`src/rtl/aes_input_sharing_unit_pkg.sv`:
```
// Shared types and sizing helpers for the AES input sharing unit.
// Word-count and counter-width math lives here so the interface and the core agree on it.
package aes_input_sharing_unit_pkg;

  typedef enum logic [1:0] {
    ST_IDLE = 2'd0,
    ST_FILL = 2'd1,
    ST_OUT  = 2'd2
  } state_e;

  localparam int BLOCK_W = 128;
  localparam int PAIR_W  = 256;

  // Random words needed to mask the key/plaintext pair of every non-zero share.
  function automatic int calc_nw(input int d, input int rnd_w);
    return (d > 1) ? (PAIR_W * (d - 1)) / rnd_w : 0;
  endfunction

  function automatic int calc_cnt_w(input int nw);
    return (nw < 1) ? 1 : $clog2(nw + 1);
  endfunction

endpackage

```
`src/rtl/aes_input_sharing_unit_if.sv`:
```
// Handshake and data bundle between the unmasked source, the random stream and the masked core.
interface aes_input_sharing_unit_if #(
  parameter int d     = 2,
  parameter int RND_W = 32
);
  logic                 in_valid;
  logic                 in_ready;
  logic [127:0]         in_plaintext;
  logic [127:0]         in_key;
  logic                 in_rnd_valid;
  logic                 in_rnd_ready;
  logic [RND_W-1:0]     in_rnd;
  logic [128*d-1:0]     out_shares_plaintext;
  logic [128*d-1:0]     out_shares_key;
  logic                 out_valid;
  logic                 out_ready;

  modport master (
    output in_valid, in_plaintext, in_key, in_rnd_valid, in_rnd, out_ready,
    input  in_ready, in_rnd_ready, out_shares_plaintext, out_shares_key, out_valid
  );

  modport slave (
    input  in_valid, in_plaintext, in_key, in_rnd_valid, in_rnd, out_ready,
    output in_ready, in_rnd_ready, out_shares_plaintext, out_shares_key, out_valid
  );
endinterface

```
`src/rtl/aes_input_sharing_unit.sv`:
```
// Splits an unmasked plaintext/key into d Boolean shares using a word-wide random stream.
// Share 0 is masked in place as each random word arrives; shares 1..d-1 are the random words.
module aes_input_sharing_unit
  import aes_input_sharing_unit_pkg::*;
#(
  parameter int d     = 2,
  parameter int RND_W = 32
) (
  input  logic                      clk,
  input  logic                      rst_n,
  aes_input_sharing_unit_if.slave   bus
);

  localparam int NW = calc_nw(d, RND_W);
  localparam int CW = calc_cnt_w(NW);
  localparam int MW = (d > 1) ? PAIR_W * (d - 1) : 1;

  if ((PAIR_W % RND_W) != 0 || d < 1) begin : g_bad_params
    $error("aes_input_sharing_unit: RND_W must divide 256 and d must be >= 1");
  end

  state_e             state;
  logic [CW-1:0]      cnt;
  logic [PAIR_W-1:0]  data_q;
  logic               in_ready_q;
  logic               in_rnd_ready_q;
  logic               out_valid_q;
  logic               in_fire;
  logic               rnd_fire;
  int                 word_base;

  assign in_fire  = bus.in_valid & in_ready_q;
  assign rnd_fire = bus.in_rnd_valid & in_rnd_ready_q;

  always_comb begin
    word_base = (RND_W * int'(cnt)) % PAIR_W;
  end

  // Handshake flags are registered alongside the state so each is a clean state decode.
  always_ff @(posedge clk or negedge rst_n) begin
    if (!rst_n) begin
      state          <= ST_IDLE;
      cnt            <= '0;
      in_ready_q     <= 1'b1;
      in_rnd_ready_q <= 1'b0;
      out_valid_q    <= 1'b0;
    end else begin
      case (state)
        ST_IDLE: begin
          if (in_fire) begin
            cnt        <= '0;
            in_ready_q <= 1'b0;
            if (NW > 0) begin
              state          <= ST_FILL;
              in_rnd_ready_q <= 1'b1;
            end else begin
              state       <= ST_OUT;
              out_valid_q <= 1'b1;
            end
          end
        end
        ST_FILL: begin
          if (rnd_fire) begin
            if (int'(cnt) == NW - 1) begin
              state          <= ST_OUT;
              in_rnd_ready_q <= 1'b0;
              out_valid_q    <= 1'b1;
            end else begin
              cnt <= cnt + 1'b1;
            end
          end
        end
        ST_OUT: begin
          if (bus.out_ready) begin
            state       <= ST_IDLE;
            out_valid_q <= 1'b0;
            in_ready_q  <= 1'b1;
          end
        end
        default: begin
          state          <= ST_IDLE;
          cnt            <= '0;
          in_ready_q     <= 1'b1;
          in_rnd_ready_q <= 1'b0;
          out_valid_q    <= 1'b0;
        end
      endcase
    end
  end

  always_ff @(posedge clk or negedge rst_n) begin
    if (!rst_n) begin
      data_q <= '0;
    end else if (in_fire) begin
      data_q <= {bus.in_key, bus.in_plaintext};
    end else if (rnd_fire) begin
      data_q[word_base +: RND_W] <= data_q[word_base +: RND_W] ^ bus.in_rnd;
    end
  end

  assign bus.in_ready     = in_ready_q;
  assign bus.in_rnd_ready = in_rnd_ready_q;
  assign bus.out_valid    = out_valid_q;

  // Gating keeps partially masked share 0 off the port while FILL is in progress.
  assign bus.out_shares_plaintext[BLOCK_W-1:0] = data_q[BLOCK_W-1:0] & {BLOCK_W{out_valid_q}};
  assign bus.out_shares_key[BLOCK_W-1:0]       = data_q[PAIR_W-1:BLOCK_W] & {BLOCK_W{out_valid_q}};

  if (d > 1) begin : g_mask
    logic [MW-1:0] mask_q;

    always_ff @(posedge clk or negedge rst_n) begin
      if (!rst_n) begin
        mask_q <= '0;
      end else if (in_fire) begin
        mask_q <= '0;
      end else if (rnd_fire) begin
        mask_q[RND_W * int'(cnt) +: RND_W] <= bus.in_rnd;
      end
    end

    for (genvar j = 1; j < d; j++) begin : g_share
      assign bus.out_shares_plaintext[BLOCK_W*j +: BLOCK_W] =
        mask_q[PAIR_W*(j-1) +: BLOCK_W] & {BLOCK_W{out_valid_q}};
      assign bus.out_shares_key[BLOCK_W*j +: BLOCK_W] =
        mask_q[PAIR_W*(j-1) + BLOCK_W +: BLOCK_W] & {BLOCK_W{out_valid_q}};
    end
  end

endmodule

```
`src/flat_wrapper.sv`:
```
// flat-port wrapper written by rule: the top's interface ports become plain ports
module aes_input_sharing_unit_flat import aes_input_sharing_unit_pkg::*;
#(
  parameter int d     = 2,
  parameter int RND_W = 32
)
  (clk, rst_n, bus_in_valid, bus_in_plaintext, bus_in_key, bus_in_rnd_valid, bus_in_rnd, bus_out_ready, bus_in_ready, bus_in_rnd_ready, bus_out_shares_plaintext, bus_out_shares_key, bus_out_valid);
  aes_input_sharing_unit_if #(.d(d), .RND_W(RND_W)) bus_i ();
  input  logic clk;
  input  logic rst_n;
  input wire logic [$bits(bus_i.in_valid)-1:0] bus_in_valid;
  input wire logic [$bits(bus_i.in_plaintext)-1:0] bus_in_plaintext;
  input wire logic [$bits(bus_i.in_key)-1:0] bus_in_key;
  input wire logic [$bits(bus_i.in_rnd_valid)-1:0] bus_in_rnd_valid;
  input wire logic [$bits(bus_i.in_rnd)-1:0] bus_in_rnd;
  input wire logic [$bits(bus_i.out_ready)-1:0] bus_out_ready;
  output wire logic [$bits(bus_i.in_ready)-1:0] bus_in_ready;
  output wire logic [$bits(bus_i.in_rnd_ready)-1:0] bus_in_rnd_ready;
  output wire logic [$bits(bus_i.out_shares_plaintext)-1:0] bus_out_shares_plaintext;
  output wire logic [$bits(bus_i.out_shares_key)-1:0] bus_out_shares_key;
  output wire logic [$bits(bus_i.out_valid)-1:0] bus_out_valid;
  assign bus_i.in_valid = bus_in_valid;
  assign bus_i.in_plaintext = bus_in_plaintext;
  assign bus_i.in_key = bus_in_key;
  assign bus_i.in_rnd_valid = bus_in_rnd_valid;
  assign bus_i.in_rnd = bus_in_rnd;
  assign bus_i.out_ready = bus_out_ready;
  assign bus_in_ready = bus_i.in_ready;
  assign bus_in_rnd_ready = bus_i.in_rnd_ready;
  assign bus_out_shares_plaintext = bus_i.out_shares_plaintext;
  assign bus_out_shares_key = bus_i.out_shares_key;
  assign bus_out_valid = bus_i.out_valid;
  aes_input_sharing_unit #(.d(d), .RND_W(RND_W)) u_core (.clk(clk), .rst_n(rst_n), .bus(bus_i));
endmodule
```
`config.mk`:
```
export PLATFORM = sky130hd
export DESIGN_NAME = aes_input_sharing_unit_flat
export DESIGN_NICKNAME = d
export VERILOG_FILES = /design/src/rtl/aes_input_sharing_unit_pkg.sv /design/src/rtl/aes_input_sharing_unit_if.sv /design/src/rtl/aes_input_sharing_unit.sv /design/src/flat_wrapper.sv
export SDC_FILE = /design/constraint.sdc
export NUM_CORES = 1
export LEC_CHECK = 0
export ABC_AREA = 1
export ABC_CLOCK_PERIOD_IN_PS = 9100
export BUFFER_PORTS_ARGS = -buffer_cell sky130_fd_sc_hd__clkbuf_2
export CAP_MARGIN = 20
export CORE_AREA = 2 2 317 319
export CTS_CLUSTER_DIAMETER = 40
export DETAILED_ROUTE_END_ITERATION = 6
export DIE_AREA = 0 0 319 321
export PLACE_DENSITY = 0.49
export REMOVE_ABC_BUFFERS = 1
export SLEW_MARGIN = 5
export SYNTH_ARGS = -nofsm -noshare
export SYNTH_HDL_FRONTEND = slang
export SYNTH_SLANG_ARGS = --single-unit
```
`constraint.sdc`:
```
create_clock -name clk -period 9.1 [get_ports clk]
set_input_delay 1.365 -clock clk [delete_from_list [all_inputs] [get_ports clk]]
set_output_delay 1.365 -clock clk [all_outputs]
set_load 0.02 [all_outputs]
```
## Word-level counts from Yosys, hierarchy flattened

Cells that the tools add are included.
W data, S select, Z words.

- Register bits after elaboration: 521
- Output and inout bits: 515
- Input bits: 293

- Bitwise operators: 10
- Eq/ne operators: 8
- Mux-type cells: 26
- Add/subtract/negate cells: 3
- Shifts and indexed selects: 5
- Reduce and logical (&&, ||, !) cells: 7

Operators by type and width:

| kind | count |
|---|---|
| $mux W256 | 4 |
| $and A128 B128 Y128 | 4 |
| $bwmux W256 | 2 |
| $shift A32 B33 Y256 const A | 2 |
| $shiftx A32 B33 Y256 | 2 |
| $shiftx A256 B9 Y32 | 1 |
| $neg A8 Y33 | 1 |
| $neg A9 Y33 | 1 |
| $xor A32 B32 Y32 | 1 |
| $reduce_and A4 Y1 | 4 |
| $mux W4 | 3 |
| $pmux W4 S3 | 1 |
| $pmux W1 S3 | 3 |
| $mux W1 | 8 |
| $mux W2 | 4 |
| $ne A2 B1 Y1 const B | 3 |
| $pmux W2 S3 | 1 |
| $add A4 B1 Y4 const B | 1 |
| $eq A4 B4 Y1 const B | 1 |
| $ne A2 B2 Y1 const B | 2 |
| $not A1 Y1 | 3 |
| $reduce_and A3 Y1 | 1 |
| $and A1 B1 Y1 | 2 |
| $eq A2 B1 Y1 const B | 1 |
| 3 further kinds | 3 |

## Longest topological paths before layout

- Word-level depth: 6
- Mapped depth: 17

## Worst setup path after synthesis

No wires, ideal clock.

- Kind: register -> register
- From: register u_core.cnt[0]
- To: register u_core.g_mask.mask_q[19]
- Buffers on the path: 6
- Slack: 5775 ps
- Data required time: 8983 ps
- Stages on the path, launching flop included: 18
- Arrival time: 3208 ps
- Cell sequence: dfrtp_1 inv_2 buf_6 buf_6 buf_6 clkbuf_1 clkbuf_1 ha_1 ha_1 nor2_1 inv_2 nor4_4 nand3_2 nand2_2 inv_2 buf_2 nand2_1 nand2_1

- Cells in the longest elaborated chain, start to end: 5
- Elaborated cells on any way between the ends: 6

RTL lines:

| element | RTL line | RTL |
|---|---|---|
| start, declared | aes_input_sharing_unit.sv:23 | `logic [CW-1:0] cnt;` |
| start signal, assigned | aes_input_sharing_unit.sv:69 | `cnt <= cnt + 1'b1;` |
| $neg A9 Y33 * | aes_input_sharing_unit.sv:118 | `mask_q[RND_W * int'(cnt) +: RND_W] <= bus.in_rnd;` |
| $shiftx A32 B33 Y256 or $shift A32 B33 Y256 (tied branches) | aes_input_sharing_unit.sv:118 |  |
| $bwmux W256 * | aes_input_sharing_unit.sv:118 |  |
| $mux W256 * | aes_input_sharing_unit.sv:117 | `end else if (rnd_fire) begin` |
| $mux W256 * | aes_input_sharing_unit.sv:115 | `end else if (in_fire) begin` |
| end signal, assigned by index | aes_input_sharing_unit.sv:118 |  |
| end, declared | aes_input_sharing_unit.sv:110 | `logic [MW-1:0] mask_q;` |

Every way passes the cells marked *; elsewhere a longest branch is shown, timed or not. The select of a mux whose other input is x is not followed.
A chain may end at the register's enable or synchronous reset.

## Worst setup path after layout

- From: register u_core.cnt[0]
- To: register u_core.g_mask.mask_q[81]

The elaborated chain is that of the path after synthesis.

==> metrics.log <==
[metrics] WS Path Type: reg2reg
[metrics] Worst setup EP type: register
[metrics] Cell Pwr Density: 359.9 nW/um^2
[metrics] status: finished clean
[metrics] primary flip-flop cell chosen by synthesis mapping: sky130_fd_sc_hd__dfrtp_1
[metrics] wire length of the first global-routing pass: 231300 microns
[metrics] area share of the largest cell type after synthesis: 40.54%
[metrics] CTS tree: built
[metrics] flip-flop and latch count after synthesis: 521
[metrics] Core Region: 99280 sq um
[metrics] CP Launch Type: register
[metrics] TritonCTS Buffers: 117
[metrics] final estimated routing congestion in global placement: 0.8566
[metrics] Ports: 808
[metrics] Post-synth EDFFs: 0
[metrics] proportion of layout cells with a drive suffix above 1: 19.89%
[metrics] final hold slack: 0.4691 ns
[metrics] largest net degree at the start of global routing: 180
[metrics] Worst R2R Setup Slack: 3.39 ns
[metrics] vias: 35942
[metrics] setup repair after global routing missed its margin: no
[metrics] top cells by area in the synthesized netlist: sky130_fd_sc_hd__dfrtp_1 41%, sky130_fd_sc_hd__nand2_1 20%, sky130_fd_sc_hd__nand3_1 14%, sky130_fd_sc_hd__inv_1 11%, sky130_fd_sc_hd__o21ai_0 3.2%
[metrics] P&R area growth vs syn: 28.29%
[metrics] capture instance of the worst register-to-register path: u_core.g_mask.mask_q[81]
[metrics] post-detailed-routing wire length: 159600 microns
[metrics] destination of the critical timing path: u_core.g_mask.mask_q[81]
[metrics] r2r startpoint: u_core.cnt[0]
[metrics] final layout net count: 5959
[metrics] level count of the clock H-tree: 3
[metrics] maximum vdd ir drop: 0.2975 mV
[metrics] Die H: 321 microns
[metrics] Resized cells post-CTS: 0
[metrics] worst hold-check path type: reg2reg
[metrics] number of cells on the worst reg-to-reg path: 8
[metrics] total count of hold-check failures in the final report: 0
[metrics] Relative slew margins: 9.607%
[metrics] die extent in x: 319 microns
[metrics] Synth cell types: 36
[metrics] cell count after synthesis: 5020
[metrics] via count of the first global-routing pass: 34892
[metrics] Die Footprint: 102400 sq um
[metrics] critical-path maximum fanout: 120
[metrics] Reg clk slew, reported paths: 0.05 ns
[metrics] number of violations reported at the end of detailed-routing iteration 0: 3207
[metrics] Port Buf Inserts: 807
[metrics] vias per inst: 5.089
[metrics] Max Buffers Root-to-Sink: 3
[metrics] launching element of the worst setup path: u_core.cnt[0]
[metrics] number of fill cells: 11005
[metrics] library cell occupying the most area in the post-synthesis netlist: sky130_fd_sc_hd__dfrtp_1
[metrics] number of core rows: 116
[metrics] number of warnings reported in the yosys synthesis log: 0
[metrics] Post-CTS Setup Bufs: 0
[metrics] final cell area excluding filler cells: 41180 sq um
[metrics] number of remaining DRC errors: 0
[metrics] dominant cell by count in the synthesized netlist: sky130_fd_sc_hd__nand2_1
[metrics] setup violators final: 0
[metrics] async set or reset register ratio after synthesis: 100.0%
[metrics] detailed-route wire length per cell: 22.60 microns
[metrics] final worst-path cycle share: 62.71%
[metrics] antenna violations before repair: 23
[metrics] Mapped Avg Cell Area: 6.394 sq um
[metrics] clock insertion delay at the later pin of the skew report: 0.68 ns
[metrics] actual slew at the worst max-slew pin: 1.356 ns
[metrics] proportion of synthesized chip area in sequential cells: 40.62%
[metrics] sinks on the clock net: 521
[metrics] max_cap viols: 0
[metrics] GRT overflow: 0
[metrics] minimum clock period after layout: 5.706 ns
[metrics] first-pass iteration count of the detailed router: 6
[metrics] max-slew violation total from the final report: 0
[metrics] Detail Placement HPWL: 105800 microns
[metrics] post-route ant nets: 0
[metrics] top cells by count, synth: 1729 x sky130_fd_sc_hd__nand2_1, 956 x sky130_fd_sc_hd__inv_1, 910 x sky130_fd_sc_hd__nand3_1
[metrics] Arr. time, crit path: 6.26 ns
[metrics] critical path required time: 9.65 ns
[metrics] CTS Hold Bufs: 0
[metrics] placement-stage cell area: 37040 sq um
[metrics] worst-case clock skew: 0.02304 ns
[metrics] starting density of the core: 32.33%
[metrics] cell area after synthesis: 32100 sq um
[metrics] final design utilization: 41.48%
[metrics] total global routing track utilization: 30.26%
[metrics] buffer cell driving the clock tree root: sky130_fd_sc_hd__clkbuf_16
[metrics] leakage power total: 25.97 nW
[metrics] achievable frequency: 175.2 MHz
-- logic make-up (layout without fill, tap and decap cells) --
group,count (synthesis),after routing,synth area share [%]
compound gates,282,282,4.970
xor+xnor,1,1,0.02729
fa+ha+maj,6,6,0.2339
buf+inv,1306,2047,15.69
flops,521,521,40.62
other cells,0,3,0
simple gates,2904,2904,38.46
-- per-layer routing --
metal / wire (microns) / global-route usage, % / vias up
met2: 73290 / 48.87 / 1677
met5: 137 / 0 / -
met1: 67350 / 39.79 / 17273
met4: 6525 / 11.96 / 20
li1: - / - / 16643
met3: 12290 / 6.019 / 329
-- cell usage in the layout, fill, tap and decap left out, types with 4 or more instances in the layout --
master	count
sky130_fd_sc_hd__nand3_1	907
sky130_fd_sc_hd__nor2_4	11
sky130_fd_sc_hd__buf_4	44
sky130_fd_sc_hd__clkinv_4	7
sky130_fd_sc_hd__nand3b_1	17
sky130_fd_sc_hd__inv_1	954
sky130_fd_sc_hd__nand3_2	4
sky130_fd_sc_hd__clkbuf_8	22
sky130_fd_sc_hd__dfrtp_1	516
sky130_fd_sc_hd__nand4_1	26
sky130_fd_sc_hd__clkbuf_16	118
sky130_fd_sc_hd__clkinvlp_4	12
sky130_fd_sc_hd__buf_12	5
sky130_fd_sc_hd__clkinv_2	33
sky130_fd_sc_hd__o21ai_0	208
sky130_fd_sc_hd__nor2_1	158
sky130_fd_sc_hd__ha_1	5
sky130_fd_sc_hd__nand2_2	14
sky130_fd_sc_hd__o211ai_1	6
sky130_fd_sc_hd__nor2_2	20
sky130_fd_sc_hd__clkbuf_1	12
sky130_fd_sc_hd__nor3_1	19
sky130_fd_sc_hd__nand2_1	1718
sky130_fd_sc_hd__bufinv_16	14
sky130_fd_sc_hd__a22oi_1	32
sky130_fd_sc_hd__o21ai_1	6
sky130_fd_sc_hd__clkbuf_2	806
sky130_fd_sc_hd__o221ai_1	21
sky130_fd_sc_hd__inv_2	9
-- power breakdown --
group / total [mW] / switching [mW] / leakage (nW) / internal (mW)
combinational: 6.80 / 5.07 / 17.2 / 1.73
clock: 4.39 / 1.46 / 2.00 / 2.93
sequential: 3.64 / 0.681 / 6.77 / 2.96
total: 14.8 / 7.20 / 26.0 / 7.62
-- cell type report --
type | instances | area [sq um] | share of cell area, %
diodes | 3 | 7.507 | 0.01823
clock buffers | 152 | 3301 | 8.015
clock inverters | 68 | 780.7 | 1.896
inverters | 968 | 3651 | 8.866
multi-input cells | 3193 | 14200 | 34.49
flip-flops and latches | 521 | 13050 | 31.69
well taps | 1298 | 1624 | 3.944
repair buffers | 859 | 4562 | 11.08
-- critical path, cell delays in order (launching register included) --
cell and delay, ns:
sky130_fd_sc_hd__dfrtp_4 0.95, sky130_fd_sc_hd__inv_8 0.46, sky130_fd_sc_hd__ha_4 1.00, sky130_fd_sc_hd__buf_4 0.86, sky130_fd_sc_hd__nand2_1 0.33, sky130_fd_sc_hd__nor2_4 0.82
sky130_fd_sc_hd__nand2_2 0.77, sky130_fd_sc_hd__nand3_1 0.27, sky130_fd_sc_hd__nand2_1 0.07
-- worst min-delay path by stage --
stage	start	endpoint	slack, ns	cells past startpoint
floorplan	u_core.g_mask.mask_q[0]	u_core.g_mask.mask_q[0]	0.44	2
global placement	u_core.g_mask.mask_q[4]	u_core.g_mask.mask_q[4]	0.46	2
detailed placement	u_core.g_mask.mask_q[25]	u_core.g_mask.mask_q[25]	0.46	2
CTS	u_core.g_mask.mask_q[25]	u_core.g_mask.mask_q[25]	0.47	2
global route	u_core.g_mask.mask_q[20]	u_core.g_mask.mask_q[20]	0.49	2
finish	u_core.g_mask.mask_q[25]	u_core.g_mask.mask_q[25]	0.47	2
-- per-stage QoR --
stage          setup slack [ns]   TNS, ns  std cells  total power [mW]
5_1_grt                   3.024         0       7060             15.71
3_3_place_gp              3.320         0       6835             10.34
4_1_cts                   3.238         0       7057             14.81
2_1_floorplan            -6.668  -2592.82       4682             7.831
3_5_place_dp              3.236         0       6837             10.39
6_report                  3.394         0       7062             14.82
-- flip-flops by register name, summed over array words and instances, names as in the netlist --
register,flops
u_core.data_q,256
u_core.bus.in_ready,1
u_core.cnt,4
u_core.bus.out_valid,1
u_core.bus.in_rnd_ready,1
u_core.g_mask.mask_q,256
u_core.state,2
Power figures use the tool's default switching activity.
